==> config.mk <==
export PLATFORM = sky130hd
export DESIGN_NAME = debounce
export DESIGN_NICKNAME = d
export VERILOG_FILES = /design/src/rtl/debounce_pkg.sv /design/src/rtl/debounce_sync.sv /design/src/rtl/debounce.sv
export SDC_FILE = /design/constraint.sdc
export NUM_CORES = 1
export LEC_CHECK = 0
export BUFFER_PORTS_ARGS = -buffer_cell sky130_fd_sc_hd__buf_2
export CORE_MARGIN = 5
export CORE_UTILIZATION = 56
export DETAILED_ROUTE_END_ITERATION = 8
export GPL_ROUTABILITY_DRIVEN = 1
export PLACE_DENSITY = 0.84
export SLEW_MARGIN = 40
export SYNTH_ARGS = -nofsm -noshare
export SYNTH_HDL_FRONTEND = slang
export SYNTH_SLANG_ARGS = --single-unit
export TNS_END_PERCENT = 5
==> constraint.sdc <==
create_clock -name clk_i -period 3.6 [get_ports clk_i]
set_clock_uncertainty 0.1 [all_clocks]
set_input_delay 0.36 -clock clk_i [delete_from_list [all_inputs] [get_ports clk_i]]
set_output_delay 0.36 -clock clk_i [all_outputs]
set_load 0.005 [all_outputs]
==> src/rtl/debounce_pkg.sv <==
// Shared types for the input debouncer.
// Holds the confirm/commit state encoding.
package debounce_pkg;

    typedef enum logic [1:0] {
        ST_LO,
        CONF_HI,
        ST_HI,
        CONF_LO
    } debounce_state_e;

endpackage

==> src/rtl/debounce_sync.sv <==
// Plain flop-chain synchronizer for one async bit.
// No reset: stale contents are filtered downstream.
module sync #(
    parameter int Stages = 2
) (
    input  logic clk_i,
    input  logic sync_i,
    output logic sync_o
);

    if (Stages < 2) begin : g_drc_stages
        $error("sync: Stages must be >= 2");
    end

    logic [Stages-1:0] chain_q;

    // Shift the raw input through the metastability chain.
    always_ff @(posedge clk_i) begin
        chain_q <= {chain_q[Stages-2:0], sync_i};
    end

    assign sync_o = chain_q[Stages-1];

endmodule

==> src/rtl/debounce.sv <==
// Debouncer: synchronizes a bouncy input and commits
// a level change only after a run of stable cycles.
module debounce
    import debounce_pkg::*;
#(
    parameter int   Stages     = 2,
    parameter int   CntWidth   = 16,
    parameter logic ResetLevel = 1'b0
) (
    input  logic                clk_i,
    input  logic                rst_i,
    input  logic                async_i,
    input  logic [CntWidth-1:0] cfg_thresh_i,
    output logic                level_o,
    output logic                rise_o,
    output logic                fall_o,
    output logic                glitch_o
);

    if (CntWidth < 1) begin : g_drc_cnt
        $error("debounce: CntWidth must be >= 1");
    end

    localparam debounce_state_e RstState =
        ResetLevel ? ST_HI : ST_LO;

    logic s;

    sync #(
        .Stages (Stages)
    ) u_sync (
        .clk_i  (clk_i),
        .sync_i (async_i),
        .sync_o (s)
    );

    debounce_state_e state_q, state_d;

    logic [CntWidth-1:0] cnt_q, cnt_d;
    logic [CntWidth:0]   cnt_inc;
    logic [CntWidth:0]   thresh_eff;
    logic                commit;

    logic level_q, level_d;
    logic rise_q, rise_d;
    logic fall_q, fall_d;
    logic glitch_q, glitch_d;

    // Next state: count disagreeing cycles, commit or abort.
    always_comb begin
        state_d  = state_q;
        cnt_d    = cnt_q;
        level_d  = level_q;
        rise_d   = 1'b0;
        fall_d   = 1'b0;
        glitch_d = 1'b0;

        // Threshold 0 behaves as 1; one extra bit keeps
        // the compare free of wrap at the maximum count.
        thresh_eff = (cfg_thresh_i == '0)
                   ? (CntWidth+1)'(1)
                   : {1'b0, cfg_thresh_i};
        cnt_inc    = {1'b0, cnt_q} + (CntWidth+1)'(1);
        commit     = (cnt_inc >= thresh_eff);

        unique case (state_q)
            ST_LO, CONF_HI: begin
                if (s) begin
                    if (commit) begin
                        state_d = ST_HI;
                        cnt_d   = '0;
                        level_d = 1'b1;
                        rise_d  = 1'b1;
                    end else begin
                        state_d = CONF_HI;
                        cnt_d   = cnt_inc[CntWidth-1:0];
                    end
                end else if (state_q == CONF_HI) begin
                    state_d  = ST_LO;
                    cnt_d    = '0;
                    glitch_d = 1'b1;
                end
            end
            ST_HI, CONF_LO: begin
                if (!s) begin
                    if (commit) begin
                        state_d = ST_LO;
                        cnt_d   = '0;
                        level_d = 1'b0;
                        fall_d  = 1'b1;
                    end else begin
                        state_d = CONF_LO;
                        cnt_d   = cnt_inc[CntWidth-1:0];
                    end
                end else if (state_q == CONF_LO) begin
                    state_d  = ST_HI;
                    cnt_d    = '0;
                    glitch_d = 1'b1;
                end
            end
            default: begin
                state_d = RstState;
                cnt_d   = '0;
            end
        endcase
    end

    // State, counter and registered outputs.
    always_ff @(posedge clk_i) begin
        if (rst_i) begin
            state_q  <= RstState;
            cnt_q    <= '0;
            level_q  <= ResetLevel;
            rise_q   <= 1'b0;
            fall_q   <= 1'b0;
            glitch_q <= 1'b0;
        end else begin
            state_q  <= state_d;
            cnt_q    <= cnt_d;
            level_q  <= level_d;
            rise_q   <= rise_d;
            fall_q   <= fall_d;
            glitch_q <= glitch_d;
        end
    end

    assign level_o  = level_q;
    assign rise_o   = rise_q;
    assign fall_o   = fall_q;
    assign glitch_o = glitch_q;

endmodule

Word-level counts from Yosys, hierarchy flattened. Index checks and enable logic that the tools add are counted.

Logic and storage cells: 54. Bits in registers: 24. Bits of input ports: 19.

Reductions and logical operators: 8. Equal/unequal tests: 9. Muxes and demuxes: 25. Magnitude comparators: 1. $add $sub $neg: 1. Bitwise operators: 3.

Operator list (count): $mux W16 (6); $pmux W16 S2 (1); $add A16 B1 Y17 const B (1); $ge A17 B16 Y1 (1); $logic_not A16 Y1 (1); $mux W2 (6); $mux W1 (9); $ne A2 B2 Y1 const B (3); $reduce_or A3 Y1 (2); $eq A2 B2 Y1 const B (2); $pmux W1 S2 (2); $pmux W2 S2 (1); $reduce_and A4 Y1 (1); $reduce_or A2 Y1 (2); $ne A3 B2 Y1 const B (1); $ne A3 B3 Y1 const B (1); $not A1 Y1 (3); $eq A2 B1 Y1 const B (1); $logic_not A2 Y1 (1); $ne A2 B1 Y1 const B (1); $reduce_and A2 Y1 (1).

Logic depth before layout (Yosys ltp). Gate-level depths: netlist of run 1.

Depth in word-level cells: 6. Depth in mapped cells: 14.

Cells and area by module. From an unflattened synthesis of run 1, not the netlist that was laid out.

Cell total of the unflattened synthesis: 200. Area, all modules: 1635.3 um^2.

By module, submodules not included: debounce (area an instance 1595.3 um^2, cells each 198, sequential area each 440.4 um^2, instances 1); sync (area an instance 40.0 um^2, cells each 2, sequential area each 40.0 um^2, instances 1).

Worst setup path after synthesis of run 1. OpenSTA, ideal clock, no wires.

Path type: register to register. Start point: register cnt_q[0]. End point: register cnt_q[10]. Setup slack: 0.791 ns. Setup time: 0.117 ns. Required time: 3.383 ns. Arrival time: 2.591 ns. Cell stages (with the launch flop): 14. Path buffers: 1. Cell sequence: dfxtp_1 -> ha_1 -> nand4_1 -> nor2_2 -> nand4_1 -> xnor2_1 -> ha_1 -> nand2_1 -> nor3_1 -> o311ai_2 -> nand4_2 -> inv_2 -> buf_6 -> a22o_2.

Cells in the longest elaborated chain, start to end: 5. Elaborated cells on any way between the ends: 6.

Ends and longest elaborated chain: start, declared (RTL line debounce.sv:39) `logic [CntWidth-1:0] cnt_q, cnt_d;`; start signal, assigned (RTL line debounce.sv:119) `cnt_q <= cnt_d;`; $add A16 B1 Y17 * (RTL line debounce.sv:63) `cnt_inc = {1'b0, cnt_q} + (CntWidth+1)'(1);`; $ge A17 B16 Y1 (RTL line debounce.sv:64) `commit = (cnt_inc >= thresh_eff);`; $mux W16 * (RTL line debounce.sv:69, debounce.sv:86); $mux W16 (on tied branches) (RTL line debounce.sv:85, debounce.sv:68); $pmux W16 S2 * (RTL line debounce.sv:66) `unique case (state_q)`.

Every way passes the cells marked *; elsewhere a longest branch is shown, timed or not. A chain may end at the register's enable or synchronous reset.

Worst setup path in the final report of run 1. Ends and elaborated chain as after synthesis.

==> results of run 1 <==
[stage by stage]
| step | std cells | cell area (sq um) | hold slack [ns] | util |
|---|---|---|---|---|
| finish | 218 | 1660 | 0.0192 | 0.664 |
| global route | 218 | 1660 | 0.00169 | 0.664 |
| CTS | 218 | 1660 | 0.0136 | 0.664 |
| detailed placement | 214 | 1610 | 0.216 | 0.643 |
| global placement | 214 | 1610 | 0.212 | 0.643 |
| floorplan | 164 | 1480 | 0.210 | - |
[cell usage after synthesis]
| cell | count |
|---|---|
| a2bb2oi_1 | 1 |
| nor3_1 | 3 |
| dfxtp_1 | 24 |
| nor3b_1 | 2 |
| o21a_1 | 1 |
| clkbuf_1 | 1 |
| inv_1 | 17 |
| inv_2 | 1 |
| a22o_1 | 11 |
| nor2b_1 | 3 |
| or2_2 | 1 |
| a21oi_1 | 10 |
| o21ai_0 | 3 |
| ha_1 | 17 |
| nor2_2 | 1 |
| nand4_2 | 1 |
| buf_6 | 2 |
| nand4_1 | 4 |
| nand4b_1 | 1 |
| nand3_1 | 8 |
| and4_4 | 1 |
| nand2_1 | 13 |
| a22o_2 | 1 |
| and3_4 | 1 |
| a21o_1 | 2 |
| and3_1 | 3 |
| mux2i_1 | 2 |
| a32o_1 | 1 |
| xor2_1 | 6 |
| nor4_1 | 4 |
| a21boi_0 | 1 |
| a311oi_2 | 1 |
| a41o_1 | 1 |
| nor2_1 | 5 |
| o311ai_2 | 1 |
| and2b_1 | 1 |
| xnor2_1 | 7 |
| o21bai_1 | 1 |
[metal layers]
metal  global-route usage  wire length, microns  vias to the layer above
li1                     -                     -                      638
met1                0.265                  1470                      582
met4               0.0727                    52                        0
met2                0.320                  1420                       41
met3               0.0335                   240                        7
met5                    0                     0                        -
[where the power goes]
part,switching (mW),internal (mW),leakage [nW]
logic,0.0283,0.0226,0.601
registers,0.00444,0.271,0.195
clock network,0.0859,0.113,0.0279
[logic make-up after synthesis]
logic type	count (synthesis)	share of synthesized area
AO/OA/AOI/OAI	35	0.182
AND/OR/NAND/NOR	52	0.195
adder cells (fa/ha/maj)	17	0.144
multiplexers	2	0.0135
flip-flops	24	0.325
XOR/XNOR	13	0.0770
buffers and inverters	21	0.0634
[worst paths after layout]
path	endpoint	slack, ns	depth (start not counted)
worst max-delay path	cnt_q[10]	0.22	13
worst min-delay path	u_sync.chain_q[0]	0.02	1
worst max register to register	cnt_q[10]	0.22	13
worst min register to register	u_sync.chain_q[1]	0.24	0
[registers in the layout (all words and copies together) (netlist names)]
signal          cells
cnt_q              16
u_sync.chain_q      2
rise_o              1
state_q             2
level_o             1
fall_o              1
glitch_o            1
[cell type report]
cell class / instances / share of cell area
clock buffer: 3 / 0.0136
clock inverter: 1 / 0.0181
inverter: 18 / 0.0407
multi-input combinational: 119 / 0.545
sequential: 24 / 0.289
tap: 30 / 0.0226
timing repair buffer: 23 / 0.0708
==> flow_summary_export.csv, run 1 <==
group,metric,value,unit
timing,maxSlewViolCount,0,
final_layout,seq_area,480,sq um
floorplanning,die_w,61.4,microns
timing,finalHoldViolCount,0,
run_status,outcome,"finished, final reports clean",
final_layout,drive_gt1_frac,0.191,
timing,setup_violations,0,
logic_synthesis,syn_nets,200,
final_layout,multi_input_area,905,sq um
critical_path,start_kind,"register",
final_layout,layout.cells.most_common,"dfxtp_1",
timing,rsz0062_at_grt,"false",
timing,fin_crit,3.38,ns
placement,port_buffers,22,
hold_path,hp-start,"async_i",
critical_path,critPathArrivalTime,3.50,ns
cts,insertion_delay,0.33,ns
logic_synthesis,synth-seq-cells,24,
logic_synthesis,synthCells,164,
floorplanning,ios,23,
routing,via_per_inst,5.82,
final_layout,antenna_cells,0,
timing,worst_slew_pin_slew,0.452,ns
logic_synthesis,yosys-top-cells-area,"dfxtp_1, ha_1, a22o_1, inv_1, xnor2_1",
routing,dr.pass1.iters,4,
run,max_cap_viol_count,0,
logic_synthesis,synth_top_area_frac,0.325,
floorplanning,start_util,0.592,
placement,place_congestion,0.818,
logic_synthesis,avgSynthCellArea,9.02,sq um
final_layout,final_cell_mix,"dfxtp_1, buf_2, inv_1, ha_1, nand2_1",
hold_path,hp-class,"in2reg",
cts,htreeDepth,1,
critical_path,critPathMaxFanout,13,
global_routing,grt_pass1_wl,5.55,mm
critical_path,path_cells,"ha_1 -> nand4_1 -> nor2_2 -> nand3_1 -> nand2_1 -> nand2_1 -> ha_1 -> nand3_1 -> nor3_1 -> o311ai_2 -> nand4_2 -> inv_2 -> a22o_2",
routing,drt-total-wl,3.18,mm
logic_synthesis,netlist_area,0.00148,sq mm
logic_synthesis,ys_warn_count,0,
timing,fin_setup_tns,0,ns
timing,max_slew_margin,0.697,
power,ir_drop,0.208,mV
critical_path,r2r-start,"cnt_q[0]",
critical_path,crit_path_end_kind,"register",
cts,cts.repair.resized,0,
logic_synthesis,yosys.area.top_type,"dfxtp_1",
critical_path,crit_start,"cnt_q[0]",
routing,wl_per_cell,14.6,microns
global_routing,track_usage,0.198,
logic_synthesis,synth_cell_types,38,
floorplanning,core,0.00250,sq mm
global_routing,grt_max_degree,17,
final_layout,area_delta_synth_final,12.3,%
cts,cts_tree,"built",
routing,vias,1268,
floorplanning,rows,18,
critical_path,crit_buf_inv,1,
cts,clock-root-buffer,"clkbuf_4",
cts,clock_path_buffers,2,
cts,cts_setup_buffers,0,
routing,detail-route-antenna-nets,0,
placement,post-place-ws,0.393,ns
critical_path,cp_top_family,"simple AND/OR/NAND/NOR gates",
floorplanning,die_y,61.4,microns
power,power.density,316,mW/mm^2
floorplanning,dieArea,0.00377,sq mm
global_routing,grt-ovfl-total,0,
timing,fin_ws,0.225,ns
timing,fmax,296,MHz
final_layout,final_nets,225,
critical_path,worstSetupPathType,"reg2reg",
power,p_leak,0.824,nW
final_layout,fillCellCount,197,
routing,detail_route.iter0.violations,76,
cts,cts_buffers,3,
logic_synthesis,seq_area_frac_synth,0.325,
cts,clk_pin_slew_worst_paths,0.14,ns
cts,cts-hold-fix-buffers,0,
critical_path,required,3.73,ns
critical_path,critPathMaxStageDelay,0.46,ns
timing,period_share,0.938,
cts,cts.sinks,24,
power,p_total,0.525,mW
critical_path,crit_slowest_cell,"dfxtp_1",
global_routing,grt_pass1_vias,1273,
placement,dp_hpwl,2.45,mm
routing,drc_errors,0,
global_routing,grt_antenna_before_repair,0,
(Power assumes the default switching activity.)
==> run 2, diff against run 1 <==
Settings changed: CORE_UTILIZATION 56 to 60, PLACE_DENSITY 0.84 to 0.89.
Clock period 3.6 ns to 4.3 ns, I/O delays scaled along.
==> run 2 against run 1 <==
  * Design area stayed put
  * First-iteration DRC count is 53% lower
  * Global-route usage is 2.2 points higher
  * Critical endpoint unchanged
  * Largest cell class unchanged
  * Highest routed layer unchanged
==> flow_summary_export.csv, run 2 (same netlist as run 1, synthesis figures left out) <==
group,metric,value,unit
hold_path,min_path_cells,1,
final_layout,fin_util,0.689,
placement,dp_hpwl,2.69,mm
timing,period_share,0.783,
timing,fin_crit,3.37,ns
power,comb_power_share,0.097,
timing,worst_slew_pin_slew,0.444,ns
final_layout,final_nets,225,
hold_path,hp-class,"in2reg",
global_routing,grt-ovfl-total,0,
floorplanning,ios,23,
cts,clock_path_buffers,2,
floorplanning,start_util,0.614,
cts,cts_buffers,3,
final_layout,antenna_cells,0,
run_status,outcome,"finished, final reports clean",
power,swShare,0.230,
timing,maxSlewViolCount,0,
placement,port_buffers,22,
power,p_switching,0.101,mW
critical_path,r2r-start,"cnt_q[0]",
floorplanning,rows,18,
cts,clk_pin_slew_worst_paths,0.15,ns
critical_path,regToRegEndpoint,"cnt_q[10]",
critical_path,crit_path_end_kind,"register",
timing,finalHoldViolCount,0,
final_layout,final_cell_mix,"dfxtp_1, buf_2, inv_1, ha_1, nand2_1",
critical_path,rrSetupSlack,0.93,ns
critical_path,crit_start,"cnt_q[0]",
final_layout,largest-register,"cnt_q",
run,max_cap_viol_count,0,
cts,cts-hold-fix-buffers,0,
critical_path,r2r_cells,13,
cts,insertion_delay,0.33,ns
final_layout,stdcell_count,218,
power,p_leak,0.824,nW
global_routing,grt_max_degree,17,
global_routing,track_usage,0.220,
routing,drc_errors,0,
critical_path,required,4.43,ns
final_layout,reg_top3,"cnt_q x16, state_q x2, u_sync.chain_q x2",
power,ir_drop,0.347,mV
routing,wl_per_cell,15.8,microns
routing,vias,1269,
global_routing,grt_pass1_vias,1290,
power,p_int,0.340,mW
routing,via_per_inst,5.82,
routing,dr.pass1.iters,4,
global_routing,grt_antenna_before_repair,0,
timing,max_slew_margin,0.701,
timing,fin_setup_tns,0,ns
global_routing,grt_pass1_wl,5.87,mm
floorplanning,die_w,59.6,microns
cts,cts.sinks,24,
cts,cts_setup_buffers,0,
timing,rsz0062_at_grt,"false",
timing,fmax,297,MHz
critical_path,critPathMaxFanout,13,
floorplanning,dieArea,0.00356,sq mm
cts,cts_tree,"built",
cts,cts.repair.resized,0,
critical_path,worstSetupPathType,"reg2reg",
power,power_frac_seq,0.523,
routing,drt-total-wl,3.44,mm
routing,detail-route-antenna-nets,0,
routing,detail_route.iter0.violations,36,
final_layout,drive_gt1_frac,0.191,
placement,dp.cells,214,
floorplanning,die_y,59.6,microns
critical_path,critPathArrivalTime,3.49,ns
cts,clock-root-buffer,"clkbuf_4",
cts,htreeDepth,1,
power,clkPwrFrac,0.380,
critical_path,start_kind,"register",
final_layout,area_delta_synth_final,12.3,%
final_layout,largest_reg_flops,16,
hold_path,hold-path-endpoint,"u_sync.chain_q[0]",
final_layout,layout.cells.most_common,"dfxtp_1",
placement,place_congestion,0.849,
power,power.density,266,mW/mm^2
hold_path,hp-start,"async_i",
timing,setup_violations,0,
floorplanning,core,0.00241,sq mm
final_layout,fillCellCount,206,
[run 2: cell counts in the layout (fill, tap and decap cells not counted)]
Identical to the previous run, type by type.
[run 2: critical path: stages, from the launching register on]
cell and delay [ns]:
dfxtp_1 0.49, ha_1 0.32, nand4_1 0.19, nor2_2 0.31, nand3_1 0.12, nand2_1 0.10
nand2_1 0.06, ha_1 0.30, nand3_1 0.12, nor3_1 0.36, o311ai_2 0.18, nand4_2 0.18
inv_2 0.14, a22o_2 0.28
[run 2: metal layers]
layer  wire length, microns  vias to the layer above  track usage
met2                   1780                       39        0.412
met3                    195                        4       0.0566
met4                     17                        0       0.0285
met1                   1440                      590        0.252
met5                      0                        -            0
li1                       -                      636            -
[run 2: per-stage QoR]
step                      hold slack (ns)  setup slack (ns)  cell area, sq um  power (mW)
after global routing               0.0893             0.668              1660       0.458
after floorplan                     0.210              1.49              1480       0.259
after global placement              0.220              1.20              1610       0.275
after detailed placement            0.218              1.03              1610       0.278
after CTS                           0.101             0.992              1660       0.442
final                               0.103             0.934              1660       0.441
[run 2: final cells by class]
| class | instances | area, sq um | share of cell area |
|---|---|---|---|
| multi-input cells | 119 | 905 | 0.545 |
| clock buffers | 3 | 22.5 | 0.0136 |
| clock inverters | 1 | 30.0 | 0.0181 |
| flip-flops and latches | 24 | 480 | 0.289 |
| well taps | 30 | 37.5 | 0.0226 |
| inverters | 18 | 67.6 | 0.0407 |
| repair buffers | 23 | 118 | 0.0708 |
[run 2: power by group through the flow]
stage / combinational (mW) / sequential [mW] / clock [mW]
2_1_floorplan: 0.0244 / 0.234 / 0
3_3_place_gp: 0.0398 / 0.235 / 0
3_5_place_dp: 0.0425 / 0.236 / 0
4_1_cts: 0.0431 / 0.231 / 0.168
5_1_grt: 0.0491 / 0.231 / 0.177
6_report: 0.0428 / 0.231 / 0.168
[run 2: how the worst max path moves through the flow]
stage,end,slack (ns),cells past startpoint
after global routing,level_o,0.67,12
after CTS,level_o,0.99,12
after global placement,level_o,1.20,12
final,cnt_q[10],0.93,13
after detailed placement,level_o,1.03,12
after floorplan,cnt_q[10],1.49,13
==> run 3, diff against run 2 <==
Settings changed: CORE_UTILIZATION 60 to 56, PLACE_DENSITY 0.89 to 0.84.
Clock period 4.3 ns to 3.45 ns, I/O delays scaled along.
==> run 3 against run 2 <==
  * Largest power group unchanged
  * Clock-buffer cell count unchanged
  * Cell count increased by 0.46%
  * Die area increased by 5.9%
  * Worst hold slack improved by 0.060 ns
  * Highest routed layer unchanged
  * Critical endpoint is now level_o
  * Sequential share of layout area decreased by 0.34 points
==> flow_summary_export.csv, run 3 (same netlist as run 1, synthesis figures left out) <==
group,metric,value,unit
final_layout,final_cell_mix,"dfxtp_1, buf_2, inv_1, ha_1, nand2_1",
critical_path,rrSetupSlack,0.23,ns
power,clkPwrFrac,0.377,
final_layout,fillCellCount,193,
timing,setup_violations,0,
critical_path,r2r_cells,12,
cts,insertion_delay,0.32,ns
timing,fin_ws,0.227,ns
floorplanning,ios,23,
final_layout,stdcell_count,219,
critical_path,worstSetupPathType,"reg2reg",
final_layout,antenna_cells,0,
final_layout,reg_top3,"cnt_q x16, state_q x2, u_sync.chain_q x2",
power,swShare,0.226,
critical_path,crit_slowest_cell,"dfxtp_1",
floorplanning,rows,18,
power,p_int,0.424,mW
timing,fin_crit,3.22,ns
power,comb_power_share,0.099,
timing,fmax,310,MHz
timing,fin_setup_tns,0,ns
power,power_frac_seq,0.524,
cts,clk_pin_slew_worst_paths,0.14,ns
floorplanning,die_w,61.4,microns
hold_path,min_path_cells,2,
power,ir_drop,0.217,mV
critical_path,path_cells,"ha_1 -> nand4_1 -> nor2_4 -> nand4_1 -> xnor2_1 -> ha_1 -> a21oi_1 -> o21a_1 -> a2bb2oi_1 -> and3_1 -> mux2i_1 -> a21oi_1",
floorplanning,die_y,61.4,microns
placement,port_buffers,22,
floorplanning,start_util,0.592,
run,max_cap_viol_count,0,
critical_path,start_kind,"register",
timing,worst_slew_pin_slew,0.436,ns
timing,finalHoldViolCount,0,
critical_path,regToRegEndpoint,"level_o",
placement,place_congestion,0.818,
final_layout,largest_reg_flops,16,
cts,htreeDepth,1,
run_status,outcome,"finished, final reports clean",
routing,vias,1273,
cts,cts_tree,"built",
routing,detail_route.iter0.violations,72,
power,p_switching,0.124,mW
cts,cts_buffers,3,
global_routing,track_usage,0.199,
final_layout,drive_gt1_frac,0.196,
critical_path,r2r-start,"cnt_q[0]",
final_layout,area_delta_synth_final,13.6,%
timing,period_share,0.934,
final_layout,final_nets,226,
power,power.density,326,mW/mm^2
global_routing,grt_pass1_vias,1283,
global_routing,grt_antenna_before_repair,0,
critical_path,critPathArrivalTime,3.35,ns
critical_path,critPathMaxFanout,6,
floorplanning,dieArea,0.00377,sq mm
cts,clock_path_buffers,2,
routing,drt-total-wl,3.21,mm
timing,fin_hold_ws,0.163,ns
placement,placed_area,0.00161,sq mm
global_routing,grt_max_degree,17,
final_layout,fin_area,0.00168,sq mm
routing,detail-route-antenna-nets,0,
global_routing,grt_pass1_wl,5.58,mm
cts,cts_setup_buffers,0,
final_layout,largest-register,"cnt_q",
routing,wl_per_cell,14.6,microns
power,p_total,0.548,mW
hold_path,hold-path-endpoint,"level_o",
timing,rsz0062_at_grt,"false",
routing,dr.pass1.iters,5,
cts,cts.sinks,24,
placement,post-place-ws,0.243,ns
cts,clock-root-buffer,"clkbuf_4",
hold_path,hp-class,"in2reg",
critical_path,required,3.58,ns
critical_path,critPathMaxStageDelay,0.46,ns
timing,max_slew_margin,0.707,
routing,via_per_inst,5.81,
placement,dp.cells,214,
final_layout,layout.cells.most_common,"dfxtp_1",
placement,dp_hpwl,2.45,mm
power,p_leak,0.829,nW
final_layout,fin_util,0.672,
timing,maxSlewViolCount,0,
global_routing,grt-ovfl-total,0,
critical_path,crit_path_end_kind,"register",
hold_path,hp-start,"rst_i",
routing,drc_errors,0,
floorplanning,core,0.00250,sq mm
[run 3: changes by cell type in the layout (fill, tap and decap cells not counted), sizes merged]
cell,delta
dlygate4sd3,+1
[run 3: what timing repair did]
item                       in CTS  in global routing
resized for setup               0                  2
hold buffers                    1                  0
hold endpoints to repair        1                  0
setup endpoints to repair       0                 16
[run 3: routing by layer]
metal | vias up | track usage | part of all wire | wire length, microns
li1 | 638 | - | - | -
met1 | 591 | 0.265 | 0.47 | 1500
met2 | 39 | 0.323 | 0.45 | 1450
met3 | 5 | 0.0335 | 0.066 | 212
met4 | 0 | 0.0727 | 0.012 | 40
met5 | - | 0 | 0 | 0
[run 3: cell type report]
type	count	area (sq um)	area share
inverters	18	67.6	0.0402
repair buffers	24	128	0.0759
clock inverters	1	30.0	0.0179
multi-input cells	119	915	0.544
well taps	30	37.5	0.0223
flip-flops and latches	24	480	0.286
clock buffers	3	22.5	0.0134
[run 3: power by group through the flow]
stage                     Clock, mW  Sequential (mW)  Combinational (mW)
after floorplan                   0            0.292              0.0305
after global placement            0            0.293              0.0502
after detailed placement          0            0.293              0.0531
after CTS                     0.211            0.287              0.0546
after global routing          0.222            0.288              0.0630
final                         0.207            0.287              0.0542
[run 3: worst max-delay path, delay by kind of cell (launching register included)]
kind | cells | cell delay [ns]
AOI/OAI and AO/OA | 4 | 0.61
adders and majority gates | 2 | 0.58
and+or+nand+nor | 4 | 0.92
muxes | 1 | 0.21
xor gates and xnor gates | 1 | 0.24
DFF | 1 | 0.46
[run 3: worst max-delay path by stage]
stage | cells past startpoint | to | slack, ns | startpoint
floorplan | 13 | cnt_q[10] | 0.64 | cnt_q[0]
global placement | 12 | level_o | 0.30 | cnt_q[0]
detailed placement | 13 | cnt_q[10] | 0.24 | cnt_q[0]
CTS | 13 | cnt_q[10] | 0.11 | cnt_q[0]
global route | 12 | cnt_q[6] | 0.04 | cnt_q[0]
finish | 12 | level_o | 0.23 | cnt_q[0]
